File: src/rtl/apb_reg_slave.sv
// apb_reg_slave: APB3/APB4 completer holding a small register bank.
//   Register word index = paddr[2 +: log2(NUM_REGS)]:
//     0 ID (RO, ID_VALUE), 1 WAIT (RW, bits [3:0]),
//     2 XFER_CNT (bits [15:0], any write clears), 3.. SCRATCH (RW, full width).
//   Misaligned, out-of-range, and ID-write accesses complete with pslverr=1 and no effect.
//   WAIT sets the number of extra access cycles before pready is asserted.
// Optional feature macro: APB_SLV_PROT_EN adds pprot[2:0]. Unprivileged (pprot[0]=0)
//   accesses to WAIT or XFER_CNT then complete with pslverr=1 and no effect.
// Ports:
//   clk_i, rst_i       clock, synchronous active-high reset
//   paddr, psel, penable, pwrite, pwdata, pstrb   APB request
//   pready, prdata, pslverr                       APB response
//   wait_cfg           current WAIT register value
module apb_reg_slave #(
  parameter int unsigned           ADDR_WIDTH = 32,
  parameter int unsigned           DATA_WIDTH = 32,
  parameter int unsigned           STRB_WIDTH = 4,
  parameter int unsigned           NUM_REGS   = 16,
  parameter logic [DATA_WIDTH-1:0] ID_VALUE   = 32'hA9B0_0001,
  parameter logic [3:0]            WAIT_RESET = 4'd0
) (
  input  logic                  clk_i,
  input  logic                  rst_i,
  input  logic [ADDR_WIDTH-1:0] paddr,
  input  logic                  psel,
  input  logic                  penable,
  input  logic                  pwrite,
  input  logic [DATA_WIDTH-1:0] pwdata,
  input  logic [STRB_WIDTH-1:0] pstrb,
`ifdef APB_SLV_PROT_EN
  input  logic [2:0]            pprot,
`endif
  output logic                  pready,
  output logic [DATA_WIDTH-1:0] prdata,
  output logic                  pslverr,
  output logic [3:0]            wait_cfg
);

  localparam int unsigned IdxW = $clog2(NUM_REGS);
  localparam logic [IdxW-1:0] IdxId   = IdxW'(0);
  localparam logic [IdxW-1:0] IdxWait = IdxW'(1);
  localparam logic [IdxW-1:0] IdxXfer = IdxW'(2);

  typedef enum logic [0:0] {StIdle, StAccess} state_e;

  state_e                state_q, state_d;
  logic [3:0]            cnt_q, cnt_d;
  logic [ADDR_WIDTH-1:0] addr_q, addr_d;
  logic                  write_q, write_d;
  logic [DATA_WIDTH-1:0] wdata_q, wdata_d;
  logic [STRB_WIDTH-1:0] strb_q, strb_d;
  logic [3:0]            wait_q, wait_d;
  logic [15:0]           xfer_q, xfer_d;
  logic [DATA_WIDTH-1:0] scratch_q [NUM_REGS];
  logic [DATA_WIDTH-1:0] scratch_d [NUM_REGS];

  logic [IdxW-1:0]       idx;
  logic [ADDR_WIDTH-1:0] addr_hi;
  logic                  prot_err;
  logic                  err;
  logic [DATA_WIDTH-1:0] rd_word;

  assign idx     = addr_q[2 +: IdxW];
  // Any bit above the register window makes the access out of range.
  assign addr_hi = addr_q >> (IdxW + 2);

`ifdef APB_SLV_PROT_EN
  logic priv_q, priv_d;
  logic unused_prot;
  assign unused_prot = ^pprot[2:1];
  assign prot_err    = !priv_q && ((idx == IdxWait) || (idx == IdxXfer));
`else
  assign prot_err    = 1'b0;
`endif

  assign err = (addr_q[1:0] != 2'b00) || (addr_hi != '0) || (write_q && (idx == IdxId)) ||
               prot_err;

  // Completion is combinational from the registered state and the live handshake.
  assign pready   = (state_q == StAccess) && psel && penable && (cnt_q == 4'd0);
  assign pslverr  = pready && err;
  assign prdata   = (pready && !write_q && !err) ? rd_word : '0;
  assign wait_cfg = wait_q;

  always_comb begin
    rd_word = '0;
    if (idx == IdxId) begin
      rd_word = ID_VALUE;
    end else if (idx == IdxWait) begin
      rd_word[3:0] = wait_q;
    end else if (idx == IdxXfer) begin
      rd_word[15:0] = xfer_q;
    end else begin
      rd_word = scratch_q[idx];
    end
  end

  always_comb begin
    state_d   = state_q;
    cnt_d     = cnt_q;
    addr_d    = addr_q;
    write_d   = write_q;
    wdata_d   = wdata_q;
    strb_d    = strb_q;
    wait_d    = wait_q;
    xfer_d    = xfer_q;
    scratch_d = scratch_q;
`ifdef APB_SLV_PROT_EN
    priv_d    = priv_q;
`endif

    unique case (state_q)
      StIdle: begin
        if (psel && !penable) begin
          state_d = StAccess;
          addr_d  = paddr;
          write_d = pwrite;
          wdata_d = pwdata;
          strb_d  = pstrb;
          cnt_d   = wait_q;
`ifdef APB_SLV_PROT_EN
          priv_d  = pprot[0];
`endif
        end
      end
      StAccess: begin
        if (!psel) begin
          // Abort: nothing commits.
          state_d = StIdle;
        end else if (penable) begin
          if (cnt_q != 4'd0) begin
            cnt_d = cnt_q - 4'd1;
          end else begin
            state_d = StIdle;
          end
        end
      end
      default: state_d = StIdle;
    endcase

    if (pready && !err) begin
      xfer_d = xfer_q + 16'd1;
      if (write_q) begin
        if (idx == IdxWait) begin
          if (strb_q[0]) begin
            wait_d = wdata_q[3:0];
          end
        end else if (idx == IdxXfer) begin
          // Clearing write is not itself counted.
          xfer_d = 16'd0;
        end else begin
          for (int k = 0; k < STRB_WIDTH; k++) begin
            if (strb_q[k]) begin
              scratch_d[idx][8*k +: 8] = wdata_q[8*k +: 8];
            end
          end
        end
      end
    end
  end

  always_ff @(posedge clk_i) begin
    if (rst_i) begin
      state_q   <= StIdle;
      cnt_q     <= 4'd0;
      addr_q    <= '0;
      write_q   <= 1'b0;
      wdata_q   <= '0;
      strb_q    <= '0;
      wait_q    <= WAIT_RESET;
      xfer_q    <= 16'd0;
      scratch_q <= '{default: '0};
`ifdef APB_SLV_PROT_EN
      priv_q    <= 1'b0;
`endif
    end else begin
      state_q   <= state_d;
      cnt_q     <= cnt_d;
      addr_q    <= addr_d;
      write_q   <= write_d;
      wdata_q   <= wdata_d;
      strb_q    <= strb_d;
      wait_q    <= wait_d;
      xfer_q    <= xfer_d;
      scratch_q <= scratch_d;
`ifdef APB_SLV_PROT_EN
      priv_q    <= priv_d;
`endif
    end
  end

endmodule

File: config.mk
export PLATFORM = sky130hd
export DESIGN_NAME = apb_reg_slave
export DESIGN_NICKNAME = d
export VERILOG_FILES = /design/src/rtl/apb_reg_slave.sv
export SDC_FILE = /design/constraint.sdc
export NUM_CORES = 1
export LEC_CHECK = 0
export CAP_MARGIN = 0
export CORE_MARGIN = 3
export CORE_UTILIZATION = 55
export CTS_CLUSTER_SIZE = 10
export DETAILED_ROUTE_END_ITERATION = 8
export PLACE_DENSITY = 0.81
export SKIP_CTS_REPAIR_TIMING = 1
export SYNTH_ARGS = -nofsm -noshare
export SYNTH_HDL_FRONTEND = slang
export SYNTH_SLANG_ARGS = --single-unit
File: constraint.sdc
create_clock -name clk_i -period 3.5 [get_ports clk_i]
set_input_delay 0.525 -clock clk_i [delete_from_list [all_inputs] [get_ports clk_i]]
set_output_delay 0.525 -clock clk_i [all_outputs]
set_load 0.01 [all_outputs]
# --- Word level (Yosys, flattened, before mapping) ---
# Index checks and enable logic that the tools add are counted.
totals:
  word_cells: 112
  output_inout_bits: 38
  ff_bits: 606
  input_bits: 73
classes:
  eq_ne: 6
  bitwise: 4
  n_mux: 50
  order_cmp: 2
  n_reduce_logical: 24
  n_addsub: 2
ops:
  columns: ["operator", "count"]
  rows:
  - ["$mux W512", 16]
  - ["$bwmux W512", 4]
  - ["$demux W32 S4", 4]
  - ["$mux W32", 5]
  - ["$bmux W32 S4", 1]
  - ["$mux W16", 6]
  - ["$reduce_bool A32 Y1", 1]
  - ["$mux W28", 1]
  - ["$mux W24", 1]
  - ["$mux W4", 5]
  - ["$add A16 B1 Y16 const B", 1]
  - ["$reduce_and A4 Y1", 3]
  - ["$logic_and A1 B1 Y1", 10]
  - ["$logic_not A4 Y1", 2]
  - ["$mux W8", 1]
  - ["$pmux W4 S2", 1]
  - ["$ne A2 B2 Y1 const B", 3]
  - ["$ge A5 B5 Y1 const B", 1]
  - ["$lt A5 B1 Y1 const B", 1]
  - ["$not A4 Y5", 1]
  - ["$eq A4 B1 Y1 const B", 1]
  - ["$eq A4 B2 Y1 const B", 1]
  - ["$mux W1", 4]
  - ["$reduce_bool A4 Y1", 1]
  - ["8 further kinds", 13]

# --- Logic depth before layout (Yosys ltp) ---
logic_depth:
  depth_word: 25
  depth_mapped: 11
  mapped_depth_nobuf: 8

# --- Worst setup path after synthesis ---
# Ideal clock, no wire load.
synth_path:
  kind: "register -> output"
  start: "register cnt_q[0]"
  end: "output prdata[0]"
  n_path_buf: 4
  stages_incl_launch_ff: 11
  t_required_ns: 2.975
  t_arrival_ns: 2.388
  path_slack_ns: 0.587
  path_cell_list: "dfxtp_1 > inv_1 > ha_1 > and4b_1 > clkbuf_1 > nand2_1 > or4_1 > clkbuf_1 > buf_2 > buf_2 > nor3_1"
synth_via:
  elab_chain_cells: 5
synth_lines:
  columns: ["item", "line_no", "rtl"]
  rows:
  - ["start, declared", "47", "logic [3:0] cnt_q, cnt_d;"]
  - ["start signal, assigned", "178", "cnt_q <= cnt_d;"]
  - ["$logic_not A4 Y1", "80", "assign pready = (state_q == StAccess) && psel && penable && (cnt_q == 4'd0);"]
  - ["$logic_and A1 B1 Y1", "80", null]
  - ["$logic_and A1 B1 Y1 (2 in series)", "82", "assign prdata = (pready && !write_q && !err) ? rd_word : '0;"]
  - ["$mux W32", "82", null]
  - ["end, declared", "34", "output logic [DATA_WIDTH-1:0] prdata,"]
# Every way passes these cells.

# --- Worst setup path in the final report ---
layout_path:
  start: "register addr_q[2]"
  end: "output prdata[14]"
layout_via:
  elab_chain_cells: 8
  elab_cells_between_ends: 15
  cone_classes: "eq/ne (2); mux (7); bitwise (1); reduce/logical (5)"
layout_lines:
  columns: ["item", "line_no", "rtl"]
  rows:
  - ["start, declared", "48", "logic [ADDR_WIDTH-1:0] addr_q, addr_d;"]
  - ["start signal, assigned", "179", "addr_q <= addr_d;"]
  - ["$not A4 Y5 (not written as such)", "94", "rd_word = scratch_q[idx];"]
  - ["$bmux W32 S4", "94", null]
  - ["$mux W32 (not written as such) (2 in series)", "94", null]
  - ["$mux W16", "91", "end else if (idx == IdxXfer) begin"]
  - ["$mux W28", "89", "end else if (idx == IdxWait) begin"]
  - ["$mux W32", "87", "if (idx == IdxId) begin"]
  - ["$mux W32 (*)", "82", null]
# Mark *: on every way between the ends. The rest lies on a longest branch, timed or not. The select of a mux whose other input is x is not followed.

==> impl_summary.txt <==
----------------------------------------------------
[Timing]
  Post-layout minimum cycle time ... ~3.4 ns
  Max-slew violation count ... 0
  Share of the cycle needed by the critical path after routing ... 0.977
  Setup TNS ... 0 ns
  Measured slew at the worst slew-check pin ... approximately 0.83 ns
  Final worst clock skew ... around 0.027 ns
  Hold WS ... 0.439 ns
  Relative slew slack ... 0.443
  Final setup viols ... 0
  Final hold violation count ... 0
  Fmax ... between 200 and 300 MHz

[Yosys]
  Share of the synthesized area in compound gates (AO/OA/AOI/OAI) ... 0.0435
  Top cells by count, synth ... sky130_fd_sc_hd__dfxtp_1, sky130_fd_sc_hd__nor2_1, sky130_fd_sc_hd__mux2i_1
  Dominant cells by area after synthesis ... sky130_fd_sc_hd__dfxtp_1, sky130_fd_sc_hd__mux2i_1, sky130_fd_sc_hd__mux4_2, sky130_fd_sc_hd__nor2_1, sky130_fd_sc_hd__nand2_1
  Adder-cell share of the synthesized area ... 0.00150
  Most instantiated library cell after synthesis ... sky130_fd_sc_hd__dfxtp_1
  Commonest register cell after synthesis ... sky130_fd_sc_hd__dfxtp_1
  Area share of the largest cell type after synthesis ... 0.467
  Cell count after synthesis ... 2393
  Number of register bits inferred by synthesis ... just under 600
  Yosys cell types ... 50
  Mean Syn Cell Area ... 10.5 um^2
  Asr flop ratio synth ... 0
  Post-synthesis sequential area ratio ... 0.467
  Cell area after synthesis ... 0.0250 mm^2
  Largest family of logic cells by synthesized area ... multiplexers
  Mux cell area share after synthesis ... 0.294
  Post-synth net total ... 2469
  Post-synth EDFFs ... 0
  XOR/XNOR share of the synthesized area ... 0.00105
  Area leader, netlist ... sky130_fd_sc_hd__dfxtp_1
  Synth Area in Simple Gates ... 0.162
  YS warnings ... 0

[Worst setup path]
  Reg-to-reg endpoint ... scratch_q[151]
  Reg2reg setup slack ... between 0.4 and 0.5 ns
  Most repeated library cell on the critical path ... sky130_fd_sc_hd__mux4_2
  Critical Path Source Type ... flip-flop
  Worst Setup Path Type ... flip-flop to primary output
  Delay of the slowest cell on the worst path ... between 0.5 and 0.6 ns
  Depth of the most critical reg-to-reg path ... 7
  Data required, critical path ... 2.97 ns
  CP Capture Type ... primary output
  Maximum fanout encountered on the critical timing path ... 35
  Critical path, cell by cell ... buf_4 > buf_12 > mux4_2 > mux4_2 > o211a_1 > dlymetal6s2s_1
  Worst endpoint data arrival time ... 2.90 ns
  Crit path max-delay cell type ... sky130_fd_sc_hd__mux4_2
  Reg2Reg Launch Point ... addr_q[20]

[Detailed routing]
  Routed wirelength normalized by instance count ... 21.4 um
  Violation count after the first detailed-routing iteration ... 1789
  1st-pass router iterations ... 6
  Post-Route WL ... 66600 um
  DRC violation count after routing ... 0
  Post-DR vias/cell ... 6.02
  Post-detailed-route count of antenna-violating nets ... 0
  Via count ... 18800

[Cells and area]
  Signed area change from the synthesized netlist to the final layout ... 17.0%
  Total number of nets in the final design ... ~2600
  Share of the core filled with cells in the final layout ... 0.656
  Antenna Cells ... 0
  Post-Layout Cell Count ... 3114
  Fill cell instance count of the final layout ... 3235
  Share of layout cells above drive strength 1 ... 0.158

[Power]
  IR Drop Worst-Case VDD ... slightly below 0.0004 V
  Power density over the cells ... about 470 mW/mm^2
  LEAKAGE ... roughly 12 nW
  Tot Pwr ... 0.0138 W

[Min path]
  Hold path depth ... 2
  Worst min-delay path category ... flip-flop to flip-flop
  Capture endpoint of the worst hold path ... scratch_q[447]
  Hold Path Origin ... scratch_q[447]

[Place]
  Routability congestion estimate ... 0.862
  Placed instance count ... 3018
  Number of buffers inserted by port buffering ... 110
  Post-detailed-placement half-perimeter wirelength ... between 40000 and 50000 um

[Global route]
  Initial antenna violation count ... 3
  Total global routing track utilization ... 0.271
  First-pass GRT wire length ... 103000 um
  Maximum number of pins on one net before global-route repair ... 117
  Total congestion overflow after global routing ... 0
  Vias in the first global route ... 18800

[Floorplanning]
  Ports ... 111
  Core ar. ... 0.0446 mm^2
  Row count ... between 70 and 80
  Die X-Extent ... 219 um
  Effective utilization at floorplan ... 0.561
  Die Footprint ... 0.0481 mm^2
  Chip Height ... around 220 um

[Clock tree]
  Clock Pin Slew Worst Setup and Hold Paths ... 0.06 ns
  Total number of clock tree sinks ... between 500 and 600
  Clock root buffer ... sky130_fd_sc_hd__clkbuf_16
  Depth of the CTS H-tree ... 3
  Deepest clock path buffer count ... 3
  Number of CTS-inserted buffers ... 68
  Later-pin clock latency in the skew report ... 0.60 ns
  TritonCTS clock tree ... done

[Flow run]
  Max-capacitance violation count ... 0

[Status]
  Run status ... finished clean

----------------------------------------------------
## cell usage in the layout (no fill, tap or decap), types with 11 or more instances in the layout
cell                                n
sky130_fd_sc_hd__nor2_1           458
sky130_fd_sc_hd__nand2_1          158
sky130_fd_sc_hd__nor4_1            11
sky130_fd_sc_hd__mux4_2           126
sky130_fd_sc_hd__dfxtp_1          578
sky130_fd_sc_hd__nor3_4            12
sky130_fd_sc_hd__nand4_1           31
sky130_fd_sc_hd__or4_1             23
sky130_fd_sc_hd__clkbuf_16         73
sky130_fd_sc_hd__nor2b_1           75
sky130_fd_sc_hd__a211oi_1          15
sky130_fd_sc_hd__clkdlybuf4s50_1   76
sky130_fd_sc_hd__o211a_1           13
sky130_fd_sc_hd__buf_4            105
sky130_fd_sc_hd__a21oi_1           98
sky130_fd_sc_hd__dlymetal6s2s_1    22
sky130_fd_sc_hd__mux2i_1          448
sky130_fd_sc_hd__o21ai_0           12
sky130_fd_sc_hd__inv_1             17
sky130_fd_sc_hd__and3_1            12
## critical path: cells and delay by family (launching register included)
kind	cells	cell delay (ns)
compound gates	1	0.14
flops	1	0.43
buf+inv	3	0.59
mux	2	1.10
## how the worst max path moves through the flow
stage | slack [ns] | to | depth (start not counted) | startpoint
4_1_cts | -0.64 | prdata[20] | 10 | addr_q[0]
3_5_place_dp | -0.11 | prdata[24] | 9 | penable
3_3_place_gp | -0.09 | prdata[21] | 9 | penable
2_1_floorplan | 0.59 | prdata[0] | 10 | cnt_q[0]
5_1_grt | -0.03 | prdata[24] | 10 | cnt_q[0]
6_report | 0.08 | prdata[14] | 6 | addr_q[2]
## metal layers
| metal | vias to the layer above | wire length, um | GRT usage |
|---|---|---|---|
| li1 | 8613 | - | - |
| met1 | 9261 | 27200 | 0.346 |
| met2 | 704 | 32400 | 0.454 |
| met3 | 173 | 4610 | 0.0530 |
| met4 | 0 | 2330 | 0.102 |
| met5 | - | 0 | 0 |
## cells by family (layout without fill, tap and decap cells)
group | count (synthesis) | after routing
buffers and inverters | 205 | 334
adder cells (fa/ha/maj) | 3 | 3
XOR/XNOR | 3 | 3
multiplexers | 577 | 577
AO/OA/AOI/OAI | 177 | 177
AND/OR/NAND/NOR | 845 | 845
flip-flops | 583 | 583
## through the flow
| step | setup slack, ns | instance area [um^2] |
|---|---|---|
| 2_1_floorplan | 0.587 | 25000 |
| 3_3_place_gp | -0.0881 | 27100 |
| 3_5_place_dp | -0.113 | 27100 |
| 4_1_cts | -0.640 | 29000 |
| 5_1_grt | -0.0315 | 29300 |
| 6_report | 0.0798 | 29300 |
## registers in the layout (all words and copies together), names as in the netlist
register,count
write_q,1
state_q,1
cnt_q,4
xfer_q,16
wdata_q,32
addr_q,32
strb_q,4
scratch_q,489
wait_cfg,4
## power breakdown
| part | internal [W] | switching, W |
|---|---|---|
| clock network | 0.00362 | 0.00260 |
| logic | 0.000303 | 0.000482 |
| registers | 0.00668 | 0.0000944 |
## cell type report
type / instances / area, um^2 / share of cell area
clock inverter: 5 / 55.1 / 0.00188
inverter: 18 / 67.6 / 0.00231
multi-input combinational: 1605 / 12600 / 0.432
timing repair buffer: 235 / 2270 / 0.0774
tap: 592 / 741 / 0.0253
sequential: 583 / 11700 / 0.399
clock buffer: 76 / 1810 / 0.0617
(Power assumes the default switching activity.)
